===== config.mk =====
export PLATFORM = sky130hd
export DESIGN_NAME = cordic_pipe_flat
export DESIGN_NICKNAME = d
export VERILOG_FILES = /design/src/rtl/cordic_pipe_if.sv /design/src/rtl/cordic_pipe.sv /design/src/flat_wrapper.sv
export SDC_FILE = /design/constraint.sdc
export NUM_CORES = 2
export LEC_CHECK = 0
export ABC_AREA = 1
export CORE_MARGIN = 4
export CORE_UTILIZATION = 45
export DETAILED_ROUTE_END_ITERATION = 12
export PLACE_DENSITY = 0.71
export SLEW_MARGIN = 20
export SYNTH_ARGS = -nofsm -noshare
export SYNTH_HDL_FRONTEND = slang
export SYNTH_SLANG_ARGS = --single-unit

===== constraint.sdc =====
create_clock -name Clk -period 9.6 [get_ports Clk]
set_input_delay 1.92 -clock Clk [delete_from_list [all_inputs] [get_ports Clk]]
set_output_delay 1.92 -clock Clk [all_outputs]
set_load 0.03 [all_outputs]

===== src/rtl/cordic_pipe_if.sv =====
// cordic_pipe_if: sample handshake bundle for cordic_pipe.
// master drives i_* (upstream + downstream ready), slave is the engine.
interface cordic_pipe_if #(
   parameter int WIDTH = 20
);
   logic                    i_in_valid;
   logic                    o_in_ready;
   logic                    i_vectoring_mode;
   logic signed [WIDTH-1:0] i_X;
   logic signed [WIDTH-1:0] i_Y;
   logic                    o_out_valid;
   logic                    i_out_ready;
   logic                    o_vectoring_mode;
   logic signed [WIDTH-1:0] o_X;
   logic signed [WIDTH-1:0] o_Y;

   modport master (
      output i_in_valid, i_vectoring_mode,
      output i_X, i_Y, i_out_ready,
      input  o_in_ready, o_out_valid,
      input  o_vectoring_mode, o_X, o_Y
   );

   modport slave (
      input  i_in_valid, i_vectoring_mode,
      input  i_X, i_Y, i_out_ready,
      output o_in_ready, o_out_valid,
      output o_vectoring_mode, o_X, o_Y
   );
endinterface


===== src/rtl/cordic_pipe.sv =====
// cordic_pipe: pipelined vectoring/rotation CORDIC, one stage per iter.
// Ports: Clk, Reset_n (async low), bus (cordic_pipe_if.slave).
// Macro CORDIC_GAIN_COMP_EN adds a K=0.607239 scaling stage.
module cordic_pipe #(
   parameter int WIDTH  = 20,
   parameter int STAGES = 16
) (
   input logic          Clk,
   input logic          Reset_n,
   cordic_pipe_if.slave bus
);

   localparam int W = WIDTH + 2;
   typedef logic signed [W-1:0]     dw_t;
   typedef logic signed [WIDTH-1:0] ow_t;

   localparam dw_t SAT_MAX =
      dw_t'({3'b000, {(WIDTH-1){1'b1}}});
   localparam dw_t SAT_MIN =
      dw_t'({3'b111, {(WIDTH-1){1'b0}}});

   function automatic ow_t sat(input dw_t v);
      if (v > SAT_MAX) return ow_t'(SAT_MAX[WIDTH-1:0]);
      if (v < SAT_MIN) return ow_t'(SAT_MIN[WIDTH-1:0]);
      return ow_t'(v[WIDTH-1:0]);
   endfunction

   logic stall;
   logic o_v_q;
   logic o_m_q;
   ow_t  o_x_q;
   ow_t  o_y_q;

   assign stall                = o_v_q & ~bus.i_out_ready;
   assign bus.o_in_ready       = ~stall;
   assign bus.o_out_valid      = o_v_q;
   assign bus.o_vectoring_mode = o_m_q;
   assign bus.o_X              = o_x_q;
   assign bus.o_Y              = o_y_q;

   // pre-rotation stage
   dw_t  in_x, in_y;
   dw_t  p_x_d, p_y_d;
   dw_t  p_x_q, p_y_q;
   logic p_v_q, p_m_q;
   logic neg;
   logic rot_flag_d, rot_flag_q;

   always_comb begin
      in_x = {{2{bus.i_X[WIDTH-1]}}, bus.i_X};
      in_y = {{2{bus.i_Y[WIDTH-1]}}, bus.i_Y};
      neg  = bus.i_vectoring_mode ? in_x[W-1]
                                  : rot_flag_q;
      p_x_d = neg ? -in_x : in_x;
      p_y_d = neg ? -in_y : in_y;
      rot_flag_d = rot_flag_q;
      if (bus.i_in_valid & bus.i_vectoring_mode)
         rot_flag_d = in_x[W-1];
   end

   always_ff @(posedge Clk or negedge Reset_n) begin
      if (!Reset_n) begin
         p_v_q      <= 1'b0;
         p_m_q      <= 1'b0;
         p_x_q      <= '0;
         p_y_q      <= '0;
         rot_flag_q <= 1'b0;
      end else if (!stall) begin
         p_v_q      <= bus.i_in_valid;
         p_m_q      <= bus.i_vectoring_mode;
         p_x_q      <= p_x_d;
         p_y_q      <= p_y_d;
         rot_flag_q <= rot_flag_d;
      end
   end

   // micro-rotation stages; s*[i] is the input to stage i
   dw_t               sx [STAGES+1];
   dw_t               sy [STAGES+1];
   logic [STAGES:0]   sv, sm;
   dw_t               x_d [STAGES];
   dw_t               y_d [STAGES];
   dw_t               x_q [STAGES];
   dw_t               y_q [STAGES];
   logic [STAGES-1:0] v_q, m_q;
   logic [STAGES-1:0] dir_d, dir_q;
   logic [STAGES-1:0] dir_v;

   assign sv = {v_q, p_v_q};
   assign sm = {m_q, p_m_q};

   always_comb begin
      sx[0] = p_x_q;
      sy[0] = p_y_q;
      for (int i = 0; i < STAGES; i++) begin
         sx[i+1] = x_q[i];
         sy[i+1] = y_q[i];
      end
      dir_v = '0;
      dir_d = dir_q;
      for (int i = 0; i < STAGES; i++) begin
         // vectoring: rotate clockwise while Y>0
         if (sm[i])
            dir_v[i] = ~sy[i][W-1] & (|sy[i]);
         else
            dir_v[i] = dir_q[i];
         if (sv[i] & sm[i])
            dir_d[i] = dir_v[i];
         if (dir_v[i]) begin
            x_d[i] = sx[i] + (sy[i] >>> i);
            y_d[i] = sy[i] - (sx[i] >>> i);
         end else begin
            x_d[i] = sx[i] - (sy[i] >>> i);
            y_d[i] = sy[i] + (sx[i] >>> i);
         end
      end
   end

   always_ff @(posedge Clk or negedge Reset_n) begin
      if (!Reset_n) begin
         v_q   <= '0;
         m_q   <= '0;
         dir_q <= '0;
         for (int i = 0; i < STAGES; i++) begin
            x_q[i] <= '0;
            y_q[i] <= '0;
         end
      end else if (!stall) begin
         v_q   <= sv[STAGES-1:0];
         m_q   <= sm[STAGES-1:0];
         dir_q <= dir_d;
         x_q   <= x_d;
         y_q   <= y_d;
      end
   end

   dw_t  f_x, f_y;
   logic f_v, f_m;

`ifdef CORDIC_GAIN_COMP_EN
   // K as CSD: 2^-1 + 2^-3 - 2^-6 - 2^-9 - 2^-12 + 2^-14
   function automatic dw_t gain_k(input dw_t v);
      return (v >>> 1) + (v >>> 3) - (v >>> 6)
           - (v >>> 9) - (v >>> 12) + (v >>> 14);
   endfunction

   dw_t  g_x_q, g_y_q;
   logic g_v_q, g_m_q;

   always_ff @(posedge Clk or negedge Reset_n) begin
      if (!Reset_n) begin
         g_v_q <= 1'b0;
         g_m_q <= 1'b0;
         g_x_q <= '0;
         g_y_q <= '0;
      end else if (!stall) begin
         g_v_q <= sv[STAGES];
         g_m_q <= sm[STAGES];
         g_x_q <= gain_k(sx[STAGES]);
         g_y_q <= gain_k(sy[STAGES]);
      end
   end

   assign f_x = g_x_q;
   assign f_y = g_y_q;
   assign f_v = g_v_q;
   assign f_m = g_m_q;
`else
   assign f_x = sx[STAGES];
   assign f_y = sy[STAGES];
   assign f_v = sv[STAGES];
   assign f_m = sm[STAGES];
`endif

   always_ff @(posedge Clk or negedge Reset_n) begin
      if (!Reset_n) begin
         o_v_q <= 1'b0;
         o_m_q <= 1'b0;
         o_x_q <= '0;
         o_y_q <= '0;
      end else if (!stall) begin
         o_v_q <= f_v;
         o_m_q <= f_m;
         o_x_q <= sat(f_x);
         o_y_q <= sat(f_y);
      end
   end

endmodule


===== src/flat_wrapper.sv =====
// flat-port wrapper written by rule: the top's interface ports become plain ports
module cordic_pipe_flat 
#(
   parameter int WIDTH  = 20,
   parameter int STAGES = 16
)
  (Clk, Reset_n, bus_i_in_valid, bus_i_vectoring_mode, bus_i_X, bus_i_Y, bus_i_out_ready, bus_o_in_ready, bus_o_out_valid, bus_o_vectoring_mode, bus_o_X, bus_o_Y);
  cordic_pipe_if #(.WIDTH(WIDTH)) bus_i ();
  input logic Clk;
  input logic Reset_n;
  input wire logic [$bits(bus_i.i_in_valid)-1:0] bus_i_in_valid;
  input wire logic [$bits(bus_i.i_vectoring_mode)-1:0] bus_i_vectoring_mode;
  input wire logic [$bits(bus_i.i_X)-1:0] bus_i_X;
  input wire logic [$bits(bus_i.i_Y)-1:0] bus_i_Y;
  input wire logic [$bits(bus_i.i_out_ready)-1:0] bus_i_out_ready;
  output wire logic [$bits(bus_i.o_in_ready)-1:0] bus_o_in_ready;
  output wire logic [$bits(bus_i.o_out_valid)-1:0] bus_o_out_valid;
  output wire logic [$bits(bus_i.o_vectoring_mode)-1:0] bus_o_vectoring_mode;
  output wire logic [$bits(bus_i.o_X)-1:0] bus_o_X;
  output wire logic [$bits(bus_i.o_Y)-1:0] bus_o_Y;
  assign bus_i.i_in_valid = bus_i_in_valid;
  assign bus_i.i_vectoring_mode = bus_i_vectoring_mode;
  assign bus_i.i_X = bus_i_X;
  assign bus_i.i_Y = bus_i_Y;
  assign bus_i.i_out_ready = bus_i_out_ready;
  assign bus_o_in_ready = bus_i.o_in_ready;
  assign bus_o_out_valid = bus_i.o_out_valid;
  assign bus_o_vectoring_mode = bus_i.o_vectoring_mode;
  assign bus_o_X = bus_i.o_X;
  assign bus_o_Y = bus_i.o_Y;
  cordic_pipe #(.WIDTH(WIDTH), .STAGES(STAGES)) u_core (.Clk(Clk), .Reset_n(Reset_n), .bus(bus_i));
endmodule

==> flow_metrics.py <==
metrics = {
    "clocking": {
        "ctsHtreeMaxLevel": 3,
        "root_buffer": "sky130_fd_sc_hd__clkbuf_16",
        "tritoncts.num_buffers": 97,
        "number_of_gates_given_a_new_drive_strength_after_cts": 0,
        "cts_hold_buffers": 0,
        "tritoncts": "yes",
        "clock_slew_seen_by_the_registers_of_the_worst_setup_and_hold_paths_ns": 0.06,
        "clock_insertion_delay_at_the_later_pin_of_the_skew_report_ns": 0.76,
        "max-clock-path-buffers": 3,
        "cts_num_sinks": 840,
        "post_cts_buffers": 0,
    },
    "final_layout": {
        "drive_gt1_share_pct": 2.92,
        "layout.cells.most_common_list": "sky130_fd_sc_hd__nand2_1, sky130_fd_sc_hd__inv_1, sky130_fd_sc_hd__nor2_1",
        "layout.cells.most_common": "sky130_fd_sc_hd__nand2_1",
        "finalInstanceArea_um2": 90300,
        "area_growth_syn_to_layout_pct": 7.93,
        "numnets_final": 13700,
    },
    "sta": {
        "report.final.hold_viol_count": 0,
        "setup_violations": 0,
        "timing_worst_slew_pin_value_ns": 1.14,
        "rsz_0062_raised_after_global_routing": "no",
        "period_minus_slack_ns": 5.89,
        "layout_worst_path_cycle_share_pct": 61.4,
        "clock_skew_ns": 0.0336,
        "max_slew_headroom_at_the_worst_pin_pct": 23.8,
        "timing.final.max_slew_violations": 0,
        "layout_setup_ws_ns": 3.71,
        "timing.fmax_mhz": 170,
        "finalSetupTns_ns": 0,
    },
    "yosys": {
        "synth_enable_flop_cells": 0,
        "synth_seq_area_share_pct": 25.1,
        "ys_types": 65,
        "mappedNetlistNets": 13700,
        "ys.warnings.count": 0,
        "synth_async_sr_flop_share_pct": 100,
        "ys_ff_latch": 840,
        "synth.avg_cell_area_um2": 6.49,
        "netlist_area_um2": 83700,
        "syn-instance-count": 12900,
        "postSynth.topFlopCell": "sky130_fd_sc_hd__dfrtp_1",
    },
    "setup_path": {
        "setup.worst_path.end_class": "output pin",
        "required_ns": 7.68,
        "worst_path_dominant_cell_family": "buffers and inverters",
        "critPathLaunchType": "primary input",
        "critPathMaxFanout": 116,
        "path_common_cell": "sky130_fd_sc_hd__clkdlybuf4s50_1",
        "worstPathCellList": "clkdlybuf4s50_1 -> nor2_4 -> inv_8 -> clkdlybuf4s50_1",
        "critPathBufInv": 3,
        "worst_path_max_delay_cell": "sky130_fd_sc_hd__clkdlybuf4s50_1",
        "timing_worst_setup_path_type": "primary input to output pin",
        "cpPeakStageDelay_ns": 0.82,
        "timing.critical_path.arrival_ns": 3.97,
    },
    "routing": {
        "via_per_inst": 5.53,
        "detail_route.wirelength_mm": 271,
        "remaining_drc_errors": 0,
        "detail_route.first_pass.iterations": 7,
        "ant_nets": 0,
        "total_number_of_vias": 85100,
        "drtIter0Drc": 7351,
        "detail_route.wl_per_cell_um": 17.6,
    },
    "placed_design": {
        "hpwlAfterDp_mm": 217,
        "postPlaceCellArea_um2": 86700,
        "dp_worst_setup_slack_ns": 3.73,
        "gpl.final_weighted_congestion": 1.03,
        "place.port_buffers": 87,
    },
    "floorplanning": {
        "row_count": 157,
        "die_h_um": 439,
        "die_x_um": 439,
        "floorplan.die_area_um2": 193000,
        "start_util_pct": 45.5,
        "design.portCount": 88,
        "floorplan.core_area_um2": 184000,
    },
    "global_routing": {
        "grt_usage_pct": 27.4,
        "grt_antenna_before_repair": 3,
        "grt_first_pass_wirelength_mm": 433,
        "grt_overflow": 0,
        "first_global_vias": 79400,
        "grt_max_degree": 229,
    },
    "min_path": {
        "hold_path_class": "flip-flop to flip-flop",
    },
    "run_status": {
        "run_status": "completed",
    },
    "flow_run": {
        "cap_violations": 0,
    },
}
[kinds of logic after synthesis]
family          share of synthesized area (%)
simple gates                             31.2
mux                                    0.0538
buf+inv                                  8.64
compound gates                           16.9
flops                                    25.1
fa+ha+maj                                12.0
xor+xnor                                 6.04
[flip-flops by register name, indices dropped and copies added, names as in the netlist, 16 cells and up]
signal,cells
u_core.p_y_q,22
u_core.f_y,22
u_core.dir_q,16
u_core.sy,330
u_core.p_x_q,22
u_core.sx,329
u_core.bus.o_X,20
u_core.v_q,16
u_core.bus.o_Y,20
u_core.m_q,16
u_core.f_x,22
[cells in the mapped netlist (75+ instances only)]
cell type / count / area share [%]
sky130_fd_sc_hd__nand3_1: 936 / 5.6
sky130_fd_sc_hd__nand3b_1: 75 / 0.67
sky130_fd_sc_hd__xnor2_1: 114 / 1.2
sky130_fd_sc_hd__nand2_1: 3201 / 14
sky130_fd_sc_hd__nor3_1: 277 / 1.7
sky130_fd_sc_hd__a21oi_1: 946 / 5.7
sky130_fd_sc_hd__a21o_1: 76 / 0.68
sky130_fd_sc_hd__o21ai_0: 1241 / 7.4
sky130_fd_sc_hd__nor4_1: 76 / 0.57
sky130_fd_sc_hd__nor2_1: 1285 / 5.8
sky130_fd_sc_hd__dfrtp_1: 840 / 25
sky130_fd_sc_hd__ha_1: 749 / 11
sky130_fd_sc_hd__buf_2: 103 / 0.62
sky130_fd_sc_hd__nand4_1: 146 / 1.1
sky130_fd_sc_hd__xor2_1: 463 / 4.8
sky130_fd_sc_hd__a31oi_1: 77 / 0.58
sky130_fd_sc_hd__or2_2: 85 / 0.64
sky130_fd_sc_hd__inv_1: 1587 / 7.1
sky130_fd_sc_hd__clkbuf_1: 138 / 0.62
[metrics by stage]
step                hold WS, ns  util (%)  instances
floorplan                 0.420         -      12900
global placement          0.465      47.1      15200
detailed placement        0.464      47.1      15200
CTS                       0.481      49.1      15400
global route              0.500      49.1      15400
finish                    0.476      49.1      15400
[path summary, 6_finish.rpt]
kind / start / end / slack (ns) / cells after the start
min in group asynchronous: Reset_n / u_core.sy[115] / 1.22 / 1
max in group asynchronous: Reset_n / u_core.sx[207] / 6.47 / 3
max: bus_i_out_ready / bus_o_in_ready / 3.71 / 4
min reg2reg: u_core.bus.o_Y[19] / u_core.bus.o_Y[19] / 0.48 / 2
min: u_core.bus.o_Y[19] / u_core.bus.o_Y[19] / 0.48 / 2
max reg2reg: u_core.sy[100] / u_core.sx[76] / 4.85 / 24
[cell type report]
cell class                      instances  area [um2]
Timing Repair Buffer                  114        1190
Multi-Input combinational cell      10200       55400
Clock inverter                         53         748
Clock buffer                          128        2830
Fill cell                           19300       93800
Tap cell                             2464        3080
Antenna cell                            1        2.50
Sequential cell                       840       21000
Inverter                             1597        6000
[worst register-to-register path: stages, from the launching register on]
cell and delay, ns:
sky130_fd_sc_hd__dfrtp_1 0.47, sky130_fd_sc_hd__inv_1 0.11, sky130_fd_sc_hd__ha_1 0.17, sky130_fd_sc_hd__nand2_1 0.06, sky130_fd_sc_hd__nor2_1 0.12, sky130_fd_sc_hd__nand2_1 0.14
sky130_fd_sc_hd__nor2_1 0.11, sky130_fd_sc_hd__nand2_1 0.07, sky130_fd_sc_hd__nand2_1 0.12, sky130_fd_sc_hd__nand2_1 0.42, sky130_fd_sc_hd__o21ai_0 0.81, sky130_fd_sc_hd__inv_1 0.14
sky130_fd_sc_hd__fa_1 0.45, sky130_fd_sc_hd__inv_1 0.10, sky130_fd_sc_hd__nand2_1 0.06, sky130_fd_sc_hd__o21ai_0 0.43, sky130_fd_sc_hd__nand3_1 0.13, sky130_fd_sc_hd__nand2_1 0.15
sky130_fd_sc_hd__nand2_1 0.06, sky130_fd_sc_hd__nand2_1 0.12, sky130_fd_sc_hd__nand2_1 0.06, sky130_fd_sc_hd__nand2_1 0.07, sky130_fd_sc_hd__a21oi_1 0.06, sky130_fd_sc_hd__o21ai_0 0.11
sky130_fd_sc_hd__nand2_1 0.07
[layer usage]
metal	wire [um]	track usage [%]
met3	17200	3.59
met1	119000	36.4
met2	124000	45.7
met4	11000	9.57
met5	22	0
Power is not shown: default switching activity piles up to over one toggle a cycle in this logic, so the estimate is an artifact.
